`src/rtl/lsu_queue_pkg.sv`:
```
// Shared types and helpers for the load/store queue: byte-lane type and the
// writeback data alignment function used on the response path.
package lsu_queue_pkg;

  localparam int unsigned word_width_lp = 32;

  typedef logic [1:0] lane_t;

  // Loads return the word as-is or a zero-extended little-endian byte; stores return 0.
  function automatic logic [word_width_lp-1:0] align_rsp(
    input logic                     is_load,
    input logic                     byte_op,
    input lane_t                    lane,
    input logic [word_width_lp-1:0] data
  );
    logic [7:0] byte_sel;
    case (lane)
      2'd0:    byte_sel = data[7:0];
      2'd1:    byte_sel = data[15:8];
      2'd2:    byte_sel = data[23:16];
      default: byte_sel = data[31:24];
    endcase
    if (!is_load)     return '0;
    else if (byte_op) return {24'b0, byte_sel};
    else              return data;
  endfunction

endpackage

```
`src/rtl/lsu_queue_track_fifo.sv`:
```
// In-order circular FIFO holding per-op writeback metadata for lsu_queue.
// Storage is payload-only; pointers and count carry all control state.
module lsu_track_fifo #(
  parameter type         entry_t  = logic,
  parameter int unsigned depth_p  = 4,
  localparam int unsigned cnt_width_lp = $clog2(depth_p + 1),
  localparam int unsigned ptr_width_lp = $clog2(depth_p)
) (
  input  logic                    clk,
  input  logic                    rst_n,
  input  logic                    push_i,
  input  entry_t                  data_i,
  input  logic                    pop_i,
  output entry_t                  data_o,
  output logic                    full_o,
  output logic                    empty_o,
  output logic [cnt_width_lp-1:0] count_o
);

  entry_t                  mem_q [depth_p];
  logic [ptr_width_lp-1:0] wptr_q, wptr_d;
  logic [ptr_width_lp-1:0] rptr_q, rptr_d;
  logic [cnt_width_lp-1:0] count_q, count_d;

  // depth_p is a power of two, so pointers wrap by natural overflow.
  always_comb begin
    wptr_d  = wptr_q;
    rptr_d  = rptr_q;
    count_d = count_q;
    if (push_i) wptr_d = wptr_q + ptr_width_lp'(1);
    if (pop_i)  rptr_d = rptr_q + ptr_width_lp'(1);
    case ({push_i, pop_i})
      2'b10:   count_d = count_q + cnt_width_lp'(1);
      2'b01:   count_d = count_q - cnt_width_lp'(1);
      default: count_d = count_q;
    endcase
  end

  // NOTE: sequential state uses non-blocking assignments so every flop samples
  // pre-edge values regardless of statement order.
  always_ff @(posedge clk or negedge rst_n) begin
    if (!rst_n) begin
      wptr_q  <= '0;
      rptr_q  <= '0;
      count_q <= '0;
    end else begin
      wptr_q  <= wptr_d;
      rptr_q  <= rptr_d;
      count_q <= count_d;
    end
  end

  // NOTE: the storage array is deliberately not reset; entries are only read
  // when count_q says they are valid, so resetting them would only cost area.
  always_ff @(posedge clk) begin
    if (push_i) mem_q[wptr_q] <= data_i;
  end

  assign data_o  = mem_q[rptr_q];
  assign full_o  = (count_q == cnt_width_lp'(depth_p));
  assign empty_o = (count_q == '0);
  assign count_o = count_q;

endmodule

```
`src/rtl/lsu_queue.sv`:
```
// Multi-outstanding load/store unit: registered issue stage toward dmem, an
// in-order tracking FIFO, and a combinational aligned response path to writeback.
module lsu_queue
  import lsu_queue_pkg::*;
#(
  parameter int unsigned addr_width_p = 32,
  parameter int unsigned data_width_p = 32,
  parameter int unsigned rd_width_p   = 5,
  parameter int unsigned depth_p      = 4,
  parameter int unsigned cnt_width_p  = $clog2(depth_p + 1)
) (
  input  logic                    clk,
  input  logic                    reset,
  input  logic                    req_valid_i,
  output logic                    req_ready_o,
  input  logic                    req_wen_i,
  input  logic                    req_byte_i,
  input  logic [addr_width_p-1:0] req_addr_i,
  input  logic [data_width_p-1:0] req_wdata_i,
  input  logic [rd_width_p-1:0]   req_rd_i,
  output logic                    mem_valid_o,
  output logic                    mem_wen_o,
  output logic                    mem_byte_o,
  output logic [addr_width_p-1:0] mem_addr_o,
  output logic [data_width_p-1:0] mem_wdata_o,
  input  logic                    mem_yumi_i,
  input  logic                    mem_rsp_valid_i,
  input  logic [data_width_p-1:0] mem_rsp_data_i,
  output logic                    mem_rsp_yumi_o,
  output logic                    rsp_valid_o,
  output logic [data_width_p-1:0] rsp_data_o,
  output logic [rd_width_p-1:0]   rsp_rd_o,
  output logic                    rsp_is_load_o,
  input  logic                    rsp_yumi_i,
  output logic [cnt_width_p-1:0]  outstanding_o,
  output logic                    err_o
);

  typedef struct packed {
    logic                    wen;
    logic                    byte_op;
    logic [addr_width_p-1:0] addr;
    logic [data_width_p-1:0] wdata;
    logic [rd_width_p-1:0]   rd;
  } lsu_req_s;

  typedef struct packed {
    logic [rd_width_p-1:0] rd;
    logic                  is_load;
    logic                  byte_op;
    lane_t                 lane;
  } lsu_track_s;

  lsu_req_s   req_q, req_d;
  logic       issue_v_q, issue_v_d;
  logic       err_q, err_d;
  lsu_track_s push_entry, head;
  logic       fifo_full, fifo_empty;
  logic       accept, issue_done;

  assign issue_done  = issue_v_q & mem_yumi_i;
  assign req_ready_o = ~fifo_full & (~issue_v_q | mem_yumi_i);
  assign accept      = req_valid_i & req_ready_o;

  assign push_entry.rd      = req_rd_i;
  assign push_entry.is_load = ~req_wen_i;
  assign push_entry.byte_op = req_byte_i;
  assign push_entry.lane    = req_addr_i[1:0];

  // NOTE: every always_comb output gets a default first so no path can infer a latch.
  always_comb begin
    req_d     = req_q;
    issue_v_d = issue_v_q;
    if (accept) begin
      req_d     = '{wen: req_wen_i, byte_op: req_byte_i, addr: req_addr_i,
                    wdata: req_wdata_i, rd: req_rd_i};
      issue_v_d = 1'b1;
    end else if (issue_done) begin
      issue_v_d = 1'b0;
    end
  end

  // Stray handshakes are flagged sticky and otherwise have no effect.
  assign err_d = err_q | (mem_rsp_valid_i & fifo_empty) | (mem_yumi_i & ~issue_v_q);

  always_ff @(posedge clk or negedge reset) begin
    if (!reset) begin
      req_q     <= '0;
      issue_v_q <= 1'b0;
      err_q     <= 1'b0;
    end else begin
      req_q     <= req_d;
      issue_v_q <= issue_v_d;
      err_q     <= err_d;
    end
  end

  lsu_track_fifo #(
    .entry_t (lsu_track_s),
    .depth_p (depth_p)
  ) u_track (
    .clk     (clk),
    .rst_n   (reset),
    .push_i  (accept),
    .data_i  (push_entry),
    .pop_i   (mem_rsp_yumi_o),
    .data_o  (head),
    .full_o  (fifo_full),
    .empty_o (fifo_empty),
    .count_o (outstanding_o)
  );

  assign mem_valid_o = issue_v_q;
  assign mem_wen_o   = req_q.wen;
  assign mem_byte_o  = req_q.byte_op;
  assign mem_addr_o  = req_q.addr;
  assign mem_wdata_o = req_q.wdata;

  // Head metadata is only meaningful while a response is valid; gate it otherwise.
  assign rsp_valid_o    = mem_rsp_valid_i & ~fifo_empty;
  assign mem_rsp_yumi_o = rsp_yumi_i & rsp_valid_o;
  assign rsp_is_load_o  = rsp_valid_o & head.is_load;
  assign rsp_rd_o       = rsp_is_load_o ? head.rd : '0;
  assign rsp_data_o     = rsp_valid_o ?
                          align_rsp(head.is_load, head.byte_op, head.lane, mem_rsp_data_i) : '0;
  assign err_o          = err_q;

endmodule

```
`config.mk`:
```
export PLATFORM = sky130hd
export DESIGN_NAME = lsu_queue
export DESIGN_NICKNAME = d
export VERILOG_FILES = /design/src/rtl/lsu_queue_pkg.sv /design/src/rtl/lsu_queue_track_fifo.sv /design/src/rtl/lsu_queue.sv
export SDC_FILE = /design/constraint.sdc
export NUM_CORES = 1
export LEC_CHECK = 0
export CELL_PAD_IN_SITES_DETAIL_PLACEMENT = 1
export CELL_PAD_IN_SITES_GLOBAL_PLACEMENT = 2
export CORE_UTILIZATION = 24
export CTS_CLUSTER_DIAMETER = 200
export DETAILED_ROUTE_END_ITERATION = 10
export PLACE_DENSITY = 0.87
export SYNTH_ARGS = -nofsm -noshare
export SYNTH_HDL_FRONTEND = slang
export SYNTH_SLANG_ARGS = --single-unit
```
`constraint.sdc`:
```
create_clock -name clk -period 2 [get_ports clk]
set_input_delay 0.3 -clock clk [delete_from_list [all_inputs] [get_ports clk]]
set_output_delay 0.3 -clock clk [all_outputs]
set_load 0.05 [all_outputs]
```
# After elaboration in Yosys (flattened, before gate mapping)
# Memory sizes are Yosys's and may differ from the RTL's.
# Cells that the tools add are included.
# totals
reg_bits,75
latchBits,0
ram_bits,36
rom_bits,0
inputBits,109
out_inout_bits,112
word_cells,48
mem_count,1
# op_classes
add_sub_neg,4
mul,0
div_mod_pow,0
magnitude_cmp,0
eq_ne,5
shift,0
n_mux,10
bitwise_logic,15
n_reduce_logical,4
# mem_list
memory,depth,word_bits,rd,rd_ports_with_merged_regs,write_ports,line_no,rtl
u_track.mem_q,4,9,1,0,1,lsu_queue_track_fifo.sv:20,entry_t mem_q [depth_p];
# op_table
cell,count
$mux 32,3
$pmux 8 s3,1
$and 1x1->1,8
$pmux 3 s2,1
$mux 5,1
$add 2x1->2 const B,2
$eq 2x1->1 const B,2
$eq 2x2->1 const B,2
$mux 1,4
$not 1->1,4
$reduce_bool 2->1,2
$add 3x1->3 const B,1
$eq 3x3->1 const B,1
$logic_not 3->1,1
$or 1x1->1,3
$sub 3x1->3 const B,1
$logic_not 2->1,1

# Logic depth before layout (Yosys ltp)
# logic_depth
ltp_word,6
ltp_mapped,10
mapped_depth_nobuf,9

# Modules after synthesis
# Synthesis repeated with hierarchy kept, for this count alone.
# hier_totals
cells_unflattened,333
area_unflattened_um2,4873.4
# by_module_without_submodules
mod,n_inst,cells_per_inst,area_per_inst_um2,seq_area_each_um2
lsu_queue,1,249,3175.5,1701.6
lsu_track_fifo,1,84,1697.9,1256.2

# Worst setup path before layout
# No wires, ideal clock.
# synth_timing
path_type,register to register
start,"reg u_track.count_q[0], in the netlist u_track.count_o[0]"
end,"reg u_track.count_q[2], in the netlist u_track.count_o[2]"
setup_time_ns,0.146
t_arrival_ns,3.047
required_ns,1.854
path_slack_ns,-1.193
path_stages_with_launch,11
path_buffers,1
period_less_slack_ns,3.193
cell_sequence,dfrtp_1 nor2_1 a2bb2oi_1 nand2_1 buf_2 ha_1 inv_1 fa_1 xor2_1 nor2_1 xor2_1
# synth_between
elab_chain_len,6
word_cells_on_any_way,14
classes_between,2 x add/sub; 3 x eq/ne; 1 x mux; 6 x bitwise; 2 x reduce/logical
# synth_rtl
element,line_no,rtl
start: declaration,lsu_queue_track_fifo.sv:23,"logic [cnt_width_lp-1:0] count_q, count_d;"
start signal: assignment,lsu_queue_track_fifo.sv:49,count_q <= count_d;
$eq 3x3->1 (*),lsu_queue_track_fifo.sv:60,assign full_o = (count_q == cnt_width_lp'(depth_p));
$not 1->1 (*),lsu_queue.sv:62,assign req_ready_o = ~fifo_full & (~issue_v_q | mem_yumi_i);
$and 1x1->1 (*),lsu_queue.sv:62,
net req_ready_o,lsu_queue.sv:15,"output logic req_ready_o,"
$and 1x1->1 (*),lsu_queue.sv:63,assign accept = req_valid_i & req_ready_o;
$eq 2x1->1 / $eq 2x2->1 (equally long branches),lsu_queue_track_fifo.sv:32,"case ({push_i, pop_i})"
$pmux 3 s2 / $reduce_bool 2->1 (equally long branches),-,
# Mark *: on every way through the listed nets, which the timed path passes. The rest lies on a longest branch.
# A chain may end at the register's enable or synchronous reset.

# Worst setup path in the final report
# layout_timing
start,reg u_track.rptr_q[0]
end,out rsp_data_o[3]
# layout_between
elab_chain_len,6
word_cells_on_any_way,8
classes_between,2 x eq/ne; 4 x mux; 1 x reduce/logical; 1 x memory
# layout_rtl
element,line_no,rtl
start: declaration,lsu_queue_track_fifo.sv:22,"logic [ptr_width_lp-1:0] rptr_q, rptr_d;"
start signal: assignment,lsu_queue_track_fifo.sv:48,rptr_q <= rptr_d;
$mem_v2 4x9 (*),-,
"$eq 2x2->1, or another cell as far along",lsu_queue_pkg.sv:17,case (lane)
$pmux 8 s3,lsu_queue_pkg.sv:17,
$mux 32,lsu_queue_pkg.sv:24,"else if (byte_op) return {24'b0, byte_sel};"
$mux 32 (*),lsu_queue_pkg.sv:23,if (!is_load) return '0;
$mux 32 (*),lsu_queue.sv:124,assign rsp_data_o = rsp_valid_o ?
end: declaration,lsu_queue.sv:31,"output logic [data_width_p-1:0] rsp_data_o,"
# Mark *: on every way between the ends. The rest lies on a longest branch, timed or not.

==> impl_metrics.json <==
{
  "status": "finished, violations left",
  "violations": "setup timing",
  "num_rows": 51,
  "maxSlewViolCount": 0,
  "setup_viol": 38,
  "multi_input_area_mm2": 0.001956,
  "cp.arrival_ns": 2.26,
  "antenna_found_initial": 0,
  "synth.distinct_cells": 32,
  "nFillCells": 1970,
  "gp_congestion": 0.7960,
  "slew_headroom_pct": 63.82,
  "final_area_mm2": 0.008524,
  "dp_hpwl_um": 11100,
  "syn_area_per_cell_um2": 15.67,
  "die_w_um": 142.7,
  "cts_tree": "yes",
  "p_comb_share_pct": 60.7,
  "setup_tns_ns": -19.13,
  "routed_wl_um": 14530,
  "dieArea_mm2": 0.02035,
  "io_buffers": 220,
  "ir_worst_vdd_uv": 788.7,
  "areaGrowthSynthToFinish_pct": 79.53,
  "fin_util_pct": 43.94,
  "vias": 3552,
  "holdWs_ns": 0.3778,
  "setup_slack_ns": -0.5595,
  "clkTransAtPathRegs_ns": 0.08,
  "cp-start-kind": "register",
  "hold_violations": 0,
  "maxCapViolCount": 0,
  "ant_nets": 0,
  "grt_pass1_vias": 4105,
  "internal-power_mw": 7.745,
  "regArea_mm2": 0.002964,
  "rsz0062_at_grt": "true",
  "crit_type": "register to output pin",
  "root_buffer": "clkbuf_16",
  "tightestPinTransition_ns": 0.5410,
  "place_area_mm2": 0.007954,
  "grt_use_total_pct": 14.64,
  "power.share.clock_pct": 13.3,
  "yosysWarnings": 0,
  "power.leakage_nw": 3.383,
  "grt_max_degree": 54,
  "initial_core_util_pct": 24.48,
  "cp_max_fo": 6,
  "crit_path_end_kind": "output pin",
  "seqPwrFrac_pct": 25.9,
  "clock_latency_ns": 0.35,
  "period_needed_ns": 2.560,
  "synth_cells": 303,
  "p_switching_mw": 6.097,
  "final_common_cell": "clkdlybuf4s50_1",
  "cts_sinks": 111,
  "finClkSkew_ns": 0.01615,
  "hold_class": "input pin to async pin",
  "cts_max_level": 3,
  "drcViolationCount": 0,
  "core_area_mm2": 0.01940,
  "p_per_area_mw_per_mm2": 1624,
  "swShare_pct": 44.05,
  "final_nets": 669,
  "die_h_um": 142.7,
  "max_clock_freq_mhz": 390.7,
  "cts_made_buffers": 9,
  "clockBufferDepth": 2,
  "first_iter_violations": 42,
  "antenna_cells": 0,
  "viasPerCell": 4.311,
  "drive_gt1_share_pct": 40.97,
  "yosysSeqAreaShare_pct": 62.29,
  "layout_common_cells": "clkdlybuf4s50_1 (177), mux2_2 (70), dfrtp_1 (70), buf_12 (42), edfxtp_1 (36)",
  "grt.overflow.total": 0,
  "critPathRequiredTime_ns": 1.70,
  "synth-seq-cells": 111,
  "drtPass1Iterations": 6,
  "pin_count": 221,
  "syn-cell-area_mm2": 0.004748,
  "synth_nets": 418,
  "grt_pass1_wl_um": 22430,
  "fin_crit_sh_pct": 128.0,
  "wl_per_cell_um": 17.64
}
==> worst max-delay path: stages, from the launching register on <==
cell,delay (ns)
dfrtp_2,0.44
mux4_2,0.66
mux2_4,0.35
a22oi_2,0.20
a21oi_4,0.10
buf_12,0.16
==> kinds of logic after synthesis <==
kind of cell,share of synthesized area [%]
DFF,62.29
muxes,23.14
and+or+nand+nor,6.403
buffers and inverters,2.187
AOI/OAI and AO/OA,3.136
xor gates and xnor gates,1.107
adders and majority gates,1.739
==> final timing paths <==
path | from | to | slack, ns | cells past startpoint
min | reset | mem_addr_o[14]$_DFFE_PN0P_ | 0.38 | 2
min reg2reg | mem_wdata_o[21]$_DFFE_PN0P_ | mem_wdata_o[21]$_DFFE_PN0P_ | 0.51 | 1
max in group asynchronous | reset | mem_addr_o[0]$_DFFE_PN0P_ | 1.00 | 3
max reg2reg | u_track.count_o[1]$_DFFE_PN0P_ | u_track.count_o[2]$_DFFE_PN0P_ | 0.11 | 10
min in group clk | mem_wdata_o[21]$_DFFE_PN0P_ | mem_wdata_o[21]$_DFFE_PN0P_ | 0.51 | 1
max | u_track.rptr_q[0]$_DFFE_PN0P_ | rsp_data_o[3] | -0.56 | 5
==> power groups by stage <==
| stage | Clock (mW) | Sequential, mW | Combinational, mW |
|---|---|---|---|
| 6_report | 1.85 | 3.59 | 8.41 |
| 3_3_place_gp | 0 | 3.56 | 7.74 |
| 5_1_grt | 1.99 | 3.69 | 8.77 |
| 4_1_cts | 1.92 | 3.61 | 8.39 |
| 3_5_place_dp | 0 | 3.64 | 7.90 |
| 2_1_floorplan | 0 | 5.67 | 2.80 |
==> state kept, by name (all words and copies together) (netlist names) <==
name	cells
mem_addr_o	32
mem_valid_o	1
u_track.wptr_q	2
err_o	1
u_track.rptr_q	2
mem_wen_o	1
mem_byte_o	1
u_track.count_o	3
u_track.mem_q	36
mem_wdata_o	32
==> repair_timing <==
action	in CTS	in global routing
gates cloned	2	0
setup buffers	7	2
resized for setup	25	17
pin swaps	3	13
endpoints found under the hold margin	22	0
endpoints found under the setup margin	39	40
hold buffers	1	0
==> metal layers <==
metal / up-vias / global-route usage [%] / routed length [um]
li1: 1600 / - / -
met1: 1753 / 15.03 / 5327
met2: 178 / 26.86 / 7562
met3: 21 / 5.231 / 1350
met4: 0 / 5.999 / 291
met5: - / 0 / 0
==> synthesized netlist by cell type <==
cell / count / area [um^2]
ha_1: 5 / 62.56
buf_2: 5 / 25.02
nor3_1: 1 / 5.000
xnor2_1: 3 / 26.28
a2bb2oi_1: 1 / 8.760
mux2_4: 5 / 75.07
a22oi_1: 8 / 60.06
mux2_2: 70 / 788.3
mux2i_1: 1 / 10.01
mux4_2: 3 / 67.56
fa_1: 1 / 20.02
dfrtp_1: 75 / 1877
nor2_2: 1 / 6.260
and3b_1: 1 / 8.760
o21ai_4: 1 / 16.27
nand2_2: 1 / 6.260
xor2_1: 3 / 26.28
o31a_1: 1 / 8.760
o21ai_0: 1 / 5.000
nand3b_1: 2 / 15.01
mux4_1: 6 / 157.7
inv_1: 8 / 30.03
buf_6: 2 / 22.52
nand2_1: 8 / 30.03
nor2_1: 2 / 7.510
a21oi_1: 8 / 40.04
and2_1: 27 / 168.9
edfxtp_1: 36 / 1081
buf_1: 3 / 11.26
clkbuf_1: 4 / 15.01
and3_1: 9 / 56.30
a221o_1: 1 / 10.01
==> metrics by stage <==
stage               power [mW]  instances  setup WS [ns]
floorplan                8.471        303        -0.1865
global placement         11.30        796        -0.2417
detailed placement       11.54        796        -0.3103
CTS                      13.92        822        -0.5810
global route             14.45        824        -0.6403
finish                   13.84        824        -0.5595
==> cell type report <==
class                   instances  area share (%)
flip-flops and latches        111           34.77
repair buffers                253           34.46
multi-input cells             171           22.94
well taps                     265           3.890
clock buffers                  10           2.701
clock inverters                 6          0.8807
inverters                       8          0.3523
Power figures use the tool's default switching activity.
